`src/rtl/score_bcd_formatter.sv`:
```
// Sequential 14-bit binary to 4-digit packed BCD formatter (double dabble) with a one-deep pending request.
// Define LEADING_ZERO_BLANK_EN to blank leading zero digits through LEs; otherwise LEs is tied to zero.
module score_bcd_formatter #(
    parameter int unsigned MAX_VALUE = 9999
) (
    input  logic        clk,
    input  logic        rst,
    input  logic        load,
    input  logic [13:0] value,
    output logic [15:0] hexs,
    output logic [3:0]  LEs,
    output logic        busy,
    output logic        done,
    output logic        ovf
);

    typedef enum logic [1:0] {IDLE, SHIFT, COMMIT} state_t;

    localparam logic [13:0] MaxVal = 14'(MAX_VALUE);

    state_t      state, nextState;
    logic [13:0] binReg, pendValue, inCapped;
    logic [15:0] scratch, adj;
    logic [3:0]  cnt;
    logic        satReg, pendValid, pendSat, inSat;
    logic        startLive, startPend, doShift, doCommit, storePend;

    assign inSat    = (value > MaxVal);
    assign inCapped = inSat ? MaxVal : value;

    always_ff @(posedge clk or negedge rst) begin
        if (!rst) state <= IDLE;
        else      state <= nextState;
    end

    always_comb begin
        nextState = state;
        case (state)
            IDLE:    if (load) nextState = SHIFT;
            SHIFT:   if (cnt == 4'd13) nextState = COMMIT;
            COMMIT:  nextState = (load || pendValid) ? SHIFT : IDLE;
            default: nextState = IDLE;
        endcase
    end

    // A live load in COMMIT is newer than anything pending, so it wins.
    always_comb begin
        startLive = load && (state == IDLE || state == COMMIT);
        startPend = (state == COMMIT) && !load && pendValid;
        doShift   = (state == SHIFT);
        doCommit  = (state == COMMIT);
        storePend = load && (state == SHIFT);
        busy      = (state != IDLE) || done;
    end

    always_comb begin
        adj = scratch;
        for (int unsigned i = 0; i < 4; i++) begin
            if (scratch[i*4 +: 4] >= 4'd5) adj[i*4 +: 4] = scratch[i*4 +: 4] + 4'd3;
        end
    end

    always_ff @(posedge clk or negedge rst) begin
        if (!rst) begin
            binReg    <= '0;
            scratch   <= '0;
            cnt       <= '0;
            satReg    <= 1'b0;
            pendValid <= 1'b0;
            pendValue <= '0;
            pendSat   <= 1'b0;
            hexs      <= '0;
            ovf       <= 1'b0;
            done      <= 1'b0;
        end else begin
            done <= doCommit;
            if (startLive) begin
                binReg  <= inCapped;
                satReg  <= inSat;
                scratch <= '0;
                cnt     <= '0;
            end else if (startPend) begin
                binReg  <= pendValue;
                satReg  <= pendSat;
                scratch <= '0;
                cnt     <= '0;
            end else if (doShift) begin
                {scratch, binReg} <= {adj, binReg} << 1;
                cnt               <= cnt + 4'd1;
            end
            if (storePend) begin
                pendValid <= 1'b1;
                pendValue <= inCapped;
                pendSat   <= inSat;
            end else if (startLive || startPend) begin
                pendValid <= 1'b0;
            end
            if (doCommit) begin
                hexs <= scratch;
                ovf  <= satReg;
            end
        end
    end

`ifdef LEADING_ZERO_BLANK_EN
    always_ff @(posedge clk or negedge rst) begin
        if (!rst) begin
            LEs <= 4'b1110;
        end else if (doCommit) begin
            LEs[3] <= (scratch[15:12] == 4'd0);
            LEs[2] <= (scratch[15:8] == 8'd0);
            LEs[1] <= (scratch[15:4] == 12'd0);
            LEs[0] <= 1'b0;
        end
    end
`else
    assign LEs = '0;
`endif

endmodule
```
`config.mk`:
```
export PLATFORM = sky130hd
export DESIGN_NAME = score_bcd_formatter
export DESIGN_NICKNAME = d
export VERILOG_FILES = /design/src/rtl/score_bcd_formatter.sv
export SDC_FILE = /design/constraint.sdc
export NUM_CORES = 1
export LEC_CHECK = 0
export CORE_UTILIZATION = 50
export DETAILED_ROUTE_END_ITERATION = 16
export PLACE_DENSITY = 0.8
export RECOVER_POWER = 100
export SLEW_MARGIN = 20
export SYNTH_ARGS = -nofsm -noshare
export SYNTH_HDL_FRONTEND = slang
export SYNTH_SLANG_ARGS = --single-unit
```
`constraint.sdc`:
```
create_clock -name clk -period 2.13 [get_ports clk]
set_input_delay 0.426 -clock clk [delete_from_list [all_inputs] [get_ports clk]]
set_output_delay 0.426 -clock clk [all_outputs]
set_load 0.02 [all_outputs]
```
== Yosys cells after proc, flatten, opt, wreduce, memory -nomap -nowiden ==
Cells that the tools add are included.
Cells by class
  add/subtract/negate cells: 5
  $lt $le $gt $ge: 5
  equal/unequal tests: 5
  multiplexer cells: 22
  reductions and logical operators: 15
Operator list (count)
  14-bit two-way mux: 4
  16-bit two-way mux: 3
  4-bit two-way mux: 6
  4-bit by 3-bit >= comparator with 1-bit output, second input constant: 4
  14-bit greater-than comparator, second input constant: 1
  4-bit by 2-bit adder with 4-bit output, second input constant: 3
  2-bit one-hot mux with 3 select lines: 1
  2-bit nonzero test: 3
  1-bit two-way mux: 5
  4-bit by 1-bit adder with 4-bit output, second input constant: 1
  4-bit == test, second input constant: 1
  1-bit logical AND: 4
  1-bit logical OR: 4
  2-bit two-way mux: 2
  3-bit by 2-bit adder with 3-bit output, second input constant: 1
  3-bit two-way mux: 1
  3-bit nonzero test: 1
  2-bit by 1-bit == test with 1-bit output, second input constant: 1
  2-bit == test, second input constant: 1
  2-bit logical NOT: 1
  2-bit by 1-bit inequality test with 1-bit output, second input constant: 1
  2-bit inequality test, second input constant: 1
  2-bit AND reduction: 1
  1-bit logical NOT: 1
Storage, ports and cells
  bits in registers: 71
  input port bits: 17
  output and inout port bits: 23
  word-level logic and storage cells: 63

== Longest topological paths before layout ==
Gate-level depths: netlist (run 1).
  word-level depth: 6
  gate-level depth with buffers: 6
  depth with buffers taken out: 6

== Worst setup path before layout (run 1) ==
OpenSTA, ideal clock, no wires.
  path type: input-to-reg
  from: input port value[6]
  to: register binReg[1]
  setup time: 0.123 ns
  data arrival time: 1.509 ns
  required time: 2.007 ns
  slack: 0.499 ns
  stages: 4
  path buffers: 0
  cell sequence: or4_4 > a21oi_4 > nand2_1 > o221a_2
On the way
  cells in the longest elaborated chain, start to end: 3
Ends and longest elaborated chain
  from (decl): RTL line 9  | input logic [13:0] value,
  14-bit greater-than comparator: RTL line 28  | assign inSat = (value > MaxVal);
  14-bit two-way mux: RTL line 29  | assign inCapped = inSat ? MaxVal : value;
  14-bit two-way mux: RTL line 77  | if (startLive) begin
  to (signal assigned): RTL line 78  | binReg <= inCapped;
  to (signal assigned): RTL line 83  | binReg <= pendValue;
  to (signal assigned): RTL line 88  | {scratch, binReg} <= {adj, binReg} << 1;
  to (decl): RTL line 22  | logic [13:0] binReg, pendValue, inCapped;
Every way passes these cells.
A chain may end at the register's enable or synchronous reset.

== Final worst setup path (run 1) ==
  from: register state[0]
  to: output port busy
On the way
  cells in the longest elaborated chain, start to end: 2
Ends and longest elaborated chain
  from (decl): RTL line 21  | state_t state, nextState;
  from (signal assigned): RTL line 33  | else state <= nextState;
  2-bit nonzero test: RTL line 53  | busy = (state != IDLE) || done;
  1-bit logical OR: RTL line 53
  to (decl): RTL line 12  | output logic busy,
Every way passes these cells.

==> results of run 1 <==
[cell families after synthesis]
kind of cell,Yosys count,synth area share
mux,14,0.0469
fa+ha+maj,10,0.0375
other cells,1,0.00112
flops,71,0.532
simple gates,92,0.127
buf+inv,34,0.0472
xor+xnor,8,0.0210
compound gates,98,0.186
[flip-flops by register name (all words and copies together), names as in the netlist, 2 cells and up]
register / count
binReg: 14
pendValue: 14
scratch: 16
state: 2
cnt: 4
hexs: 16
[where the power goes]
part / leakage (nW) / internal (W) / switching, W / total [W]
clock: 0.110 / 0.000692 / 0.000493 / 0.00118
sequential: 0.892 / 0.00189 / 0.000349 / 0.00224
combinational: 0.810 / 0.00105 / 0.00127 / 0.00232
total: 1.81 / 0.00363 / 0.00211 / 0.00575
[final cells by class]
cell class	count	share of cell area
inverters	11	0.0103
clock inverters	5	0.0203
repair buffers	55	0.116
multi-input cells	226	0.350
clock buffers	11	0.0353
flip-flops and latches	71	0.443
well taps	77	0.0240
[final timing paths]
kind / from / to / cells after the start / slack (ns)
hold reg to reg: hexs[9] / hexs[9] / 2 / 0.48
min in group clk: hexs[9] / hexs[9] / 2 / 0.48
setup / recovery: state[0] / busy / 2 / 0.06
max in group asynchronous: rst / hexs[13] / 2 / 0.55
hold / removal: rst / hexs[7] / 1 / 0.26
setup reg to reg: state[1] / scratch[3] / 5 / 0.22
[worst register-to-register path, delay by kind of cell (launching register included)]
kind	cells	cell delay (ns)
simple gates	1	0.27
compound gates	2	0.56
buf+inv	2	0.63
flops	1	0.39
[Yosys cell counts, drive strengths merged, types with 6 or more instances]
cell | instances | area, µm²
o21ai | 42 | 210
a31oi | 7 | 43.8
nand3 | 6 | 30.0
buf | 12 | 75.1
a21oi | 13 | 76.3
nor2 | 21 | 78.8
inv | 11 | 41.3
ha | 10 | 125
clkbuf | 11 | 41.3
nand2 | 43 | 161
o22ai | 9 | 56.3
nand2b | 8 | 50.1
mux2 | 13 | 146
o22a | 6 | 52.6
dfrtp | 71 | 1780
o31ai | 6 | 45.0
[layer usage]
metal / share of wire / vias up
li1: - / 1250
met1: 0.45 / 1228
met2: 0.49 / 66
met3: 0.048 / 8
met4: 0.014 / 0
met5: 0 / -
[per-stage QoR]
| step | total power (W) | TNS, ns | util | setup slack, ns |
|---|---|---|---|---|
| 2_1_floorplan | 0.00387 | 0 | - | 0.499 |
| 3_3_place_gp | 0.00452 | 0 | 0.601 | 0.0332 |
| 3_5_place_dp | 0.00466 | -0.0634 | 0.601 | -0.0209 |
| 4_1_cts | 0.00586 | 0 | 0.636 | 0.0515 |
| 5_1_grt | 0.00619 | 0 | 0.627 | 0.0132 |
| 6_report | 0.00575 | 0 | 0.627 | 0.0633 |
==> results.yml, run 1 <==
outcome:
  status: "completed"
layout:
  multi_input_area_mm2: 0.00140
  fin_area_mm2: 0.00401
  area_delta_synth_final_pct: 20.1
  drive_gt1_frac: 0.132
  nNetsFinal: 401
  final_common_cell: "dfrtp_1"
  insertedDiodeCount: 0
  area.sequential_mm2: 0.00178
  fill_cells: 525
  fin_cells: 456
  final_cell_mix: "71 x dfrtp_1, 43 x nand2_1, 41 x o21ai_0"
critical_path:
  crit_family: "buffers and inverters"
  path_cells: "or3_1 -> clkdlybuf4s50_1"
  critPathLaunchType: "register"
  cp.arrival_ns: 1.64
  max_stage_delay_ns: 0.54
  cp.required_ns: 1.70
  path_max_fanout: 2
  crit_buf_inv: 1
  path_class: "register to primary output"
  endpoint_kind: "primary output"
  critPathSlowestCell: "clkdlybuf4s50_1"
sta:
  tightest_slew_ns: 1.11
  setup_viol: 0
  hold_ws_ns: 0.261
  period_needed_ns: 2.07
  post-route-period-util: 0.970
  relSlewSlack: 0.261
  drv_slew: 0
  timing.final.hold_violations: 0
  grt_setup_unrepaired: "no"
  fmax_mhz: 484
  clock_skew_ns: 0.0140
logic_synthesis:
  synth_flop_cell: "dfrtp_1"
  synth.avg_cell_area_um2: 10.2
  synth_warnings: 0
  async_reset_ff_frac: 1.00
  ys_types: 42
  syn_inst: 328
  synth_edf_count: 0
  ys_seq_area_frac: 0.532
  synth-seq-cells: 71
  syn_area_mm2: 0.00334
clock_tree:
  insertion_delay_ns: 0.35
  clkSinkCount: 71
  h-tree-depth: 3
  root_buffer: "clkbuf_8"
  cts.path.max_buffers: 2
  post_cts_resize_count: 0
  cts_tree: "yes"
  post_cts.repair.setup_buffers: 0
  clkTransAtPathRegs_ns: 0.08
  cts_buffers: 9
  hold_buffers: 0
global_routing:
  met2_usage: 0.355
  overflow: 0
  grt_usage: 0.223
  grtUsageMet3: 0.0495
  grt_use_met1: 0.292
  grt_max_degree: 35
  grt_pass1_wl_um: 12200
  grt_busiest_layer: "met2"
  antenna_found_initial: 0
  grt_pass1_vias: 2591
routing:
  via_per_inst: 5.60
  routedWlPerCell_um: 15.2
  drc: 0
  firstDrtPassIters: 4
  via_count: 2552
  routed_wl_um: 6910
  ant_nets: 0
  first_iter_violations: 153
placement:
  dpl-instance-area_mm2: 0.00384
  hpwl_um: 4940
  port_buffers: 35
  placedCellCount: 440
  place_congestion: 0.848
die:
  std_cell_rows: 29
  die_w_um: 83.7
  fp.dieH_um: 83.7
  core_mm2: 0.00639
  ios: 40
  start_util: 0.523
  die-area_mm2: 0.00700
pwr:
  p_leak_nw: 1.81
  max-vdd-ir-drop_mv: 0.633
  p_per_area_mw_per_mm2: 1430
hold_path:
  hold_class: "input pin to async pin"
run:
  drv_cap: 0
Power figures use the tool's default switching activity.
==> inputs of run 2 (changes only) <==
Settings changed: CORE_MARGIN set to 8, CORE_UTILIZATION 50 to 40, PLACE_DENSITY 0.8 to 0.67, SKIP_LAST_GASP set to 1.
==> run 2 against run 1 <==
  * Routed wire length increased by 3.2%
  * Maximum frequency increased by 10%
  * Cell area increased by 0.31%
  * Combinational power about the same
  * Sequential share of layout area decreased by 0.14 points
==> results.yml, run 2 (synthesis gave the netlist of run 1 again) <==
outcome:
  status: "completed"
routing:
  firstDrtPassIters: 4
  drc: 0
  first_iter_violations: 68
  via_count: 2541
  via_per_inst: 5.24
  routedWlPerCell_um: 14.7
  routed_wl_um: 7140
  ant_nets: 0
sta:
  clock_skew_ns: 0.0106
  setup_tns_ns: 0
  drv_slew: 0
  setup_viol: 0
  setup_ws_ns: 0.257
  tightest_slew_ns: 1.33
  post-route-period-util: 0.879
  period_needed_ns: 1.87
  fmax_mhz: 534
  timing.final.hold_violations: 0
  grt_setup_unrepaired: "no"
  relSlewSlack: 0.111
layout:
  final_cell_mix: "71 x dfrtp_1, 43 x nand2_1, 42 x o21ai_0"
  area.sequential_mm2: 0.00178
  nNetsFinal: 403
  drive_gt1_frac: 0.132
  insertedDiodeCount: 0
  multi_input_area_mm2: 0.00140
  fin_cells: 485
  fill_cells: 767
  area_delta_synth_final_pct: 20.4
  top_regs: "hexs x16, scratch x16"
  final_common_cell: "dfrtp_1"
global_routing:
  grt_usage: 0.132
  grt_pass1_wl_um: 12300
  grt_pass1_vias: 2587
  grt_max_degree: 30
  overflow: 0
  antenna_found_initial: 0
placement:
  port_buffers: 35
  placedCellCount: 470
  hpwl_um: 5080
  place_congestion: 0.774
  dp_slack_ns: -0.00262
clock_tree:
  clkTransAtPathRegs_ns: 0.08
  cts.path.max_buffers: 2
  cts_tree: "yes"
  root_buffer: "clkbuf_8"
  h-tree-depth: 3
  cts_buffers: 9
  insertion_delay_ns: 0.35
  clkSinkCount: 71
  post_cts.repair.setup_buffers: 0
pwr:
  p_per_area_mw_per_mm2: 1390
  max-vdd-ir-drop_mv: 0.649
  p_leak_nw: 1.80
  p_total_w: 0.00558
critical_path:
  path_class: "input pin to register"
  cp.required_ns: 2.32
  max_stage_delay_ns: 0.68
  path_max_fanout: 15
  endpoint_kind: "register"
  cp.arrival_ns: 2.06
  critPathSlowestCell: "dlygate4sd3_1"
  path_cells: "dlygate4sd3_1 -> a21oi_1 -> nor2_1 -> clkbuf_1 -> o22ai_1"
  critPathLaunchType: "input pin"
die:
  fp.dieH_um: 107
  core_mm2: 0.00813
  die_w_um: 107
  die-area_mm2: 0.0115
  std_cell_rows: 33
  ios: 40
  start_util: 0.410
hold_path:
  hold_class: "input pin to async pin"
run:
  drv_cap: 0
run 2: cell types whose count changed in the layout (fill, tap and decap cells not counted), sizes merged:
cell	previous run	this run
buf	11	13
clkbuf	21	20
bufinv	2	1
clkinv	2	5
clkdlybuf4s50	15	14
clkinvlp	1	0
run 2: power by group:
part | internal (W) | total (W) | leakage, nW | switching [W]
sequential | 0.00189 | 0.00224 | 0.892 | 0.000347
clock | 0.000532 | 0.00104 | 0.0988 | 0.000504
combinational | 0.00105 | 0.00231 | 0.814 | 0.00125
run 2: through the flow:
stage	instance area (µm²)	hold slack [ns]	utilization
6_report	4020	0.359	0.494
5_1_grt	4020	0.486	0.494
3_5_place_dp	3890	0.448	0.478
3_3_place_gp	3890	0.445	0.478
4_1_cts	4070	0.0719	0.501
2_1_floorplan	3350	0.130	-
run 2: layout make-up:
type | count | area share
timing repair buffer | 57 | 0.121
clock inverter | 6 | 0.0156
inverter | 11 | 0.0103
clock buffer | 9 | 0.0308
sequential | 71 | 0.442
multi-input combinational | 226 | 0.348
tap | 105 | 0.0327
run 2: path summary, 6_finish.rpt:
path                          start     endpoint  slack, ns  cells past startpoint
setup / recovery               load  scratch[14]       0.26                      5
hold / removal                  rst      hexs[7]       0.36                      1
setup reg to reg           state[0]       cnt[3]       0.36                      6
hold reg to reg             hexs[9]      hexs[9]       0.47                      2
max in group asynchronous       rst     hexs[12]       0.67                      2
min in group clk            hexs[9]      hexs[9]       0.47                      2
run 2: routing by layer:
layer | global-route usage | vias to the layer above | wire (µm)
met5 | 0 | - | 0
met4 | 0.0505 | 0 | 105
met3 | 0.0353 | 9 | 393
met2 | 0.204 | 54 | 3200
met1 | 0.174 | 1234 | 3440
li1 | - | 1244 | -
run 2: worst max-delay path, delay by kind of cell:
family | cells | cell delay [ns]
AO/OA/AOI/OAI | 2 | 0.31
buffers and inverters | 2 | 1.24
AND/OR/NAND/NOR | 1 | 0.09
run 2: repair_timing:
action / in CTS / in global routing
hold buffers: 0 / 0
resized for setup: 0 / 1
setup endpoints to repair: 0 / 1
==> inputs of run 3 (changes only) <==
Settings changed: SLEW_MARGIN 20 to 40.
==> results of run 3 <==
No change in the layout: final DEF, timing and power equal those of run 2.
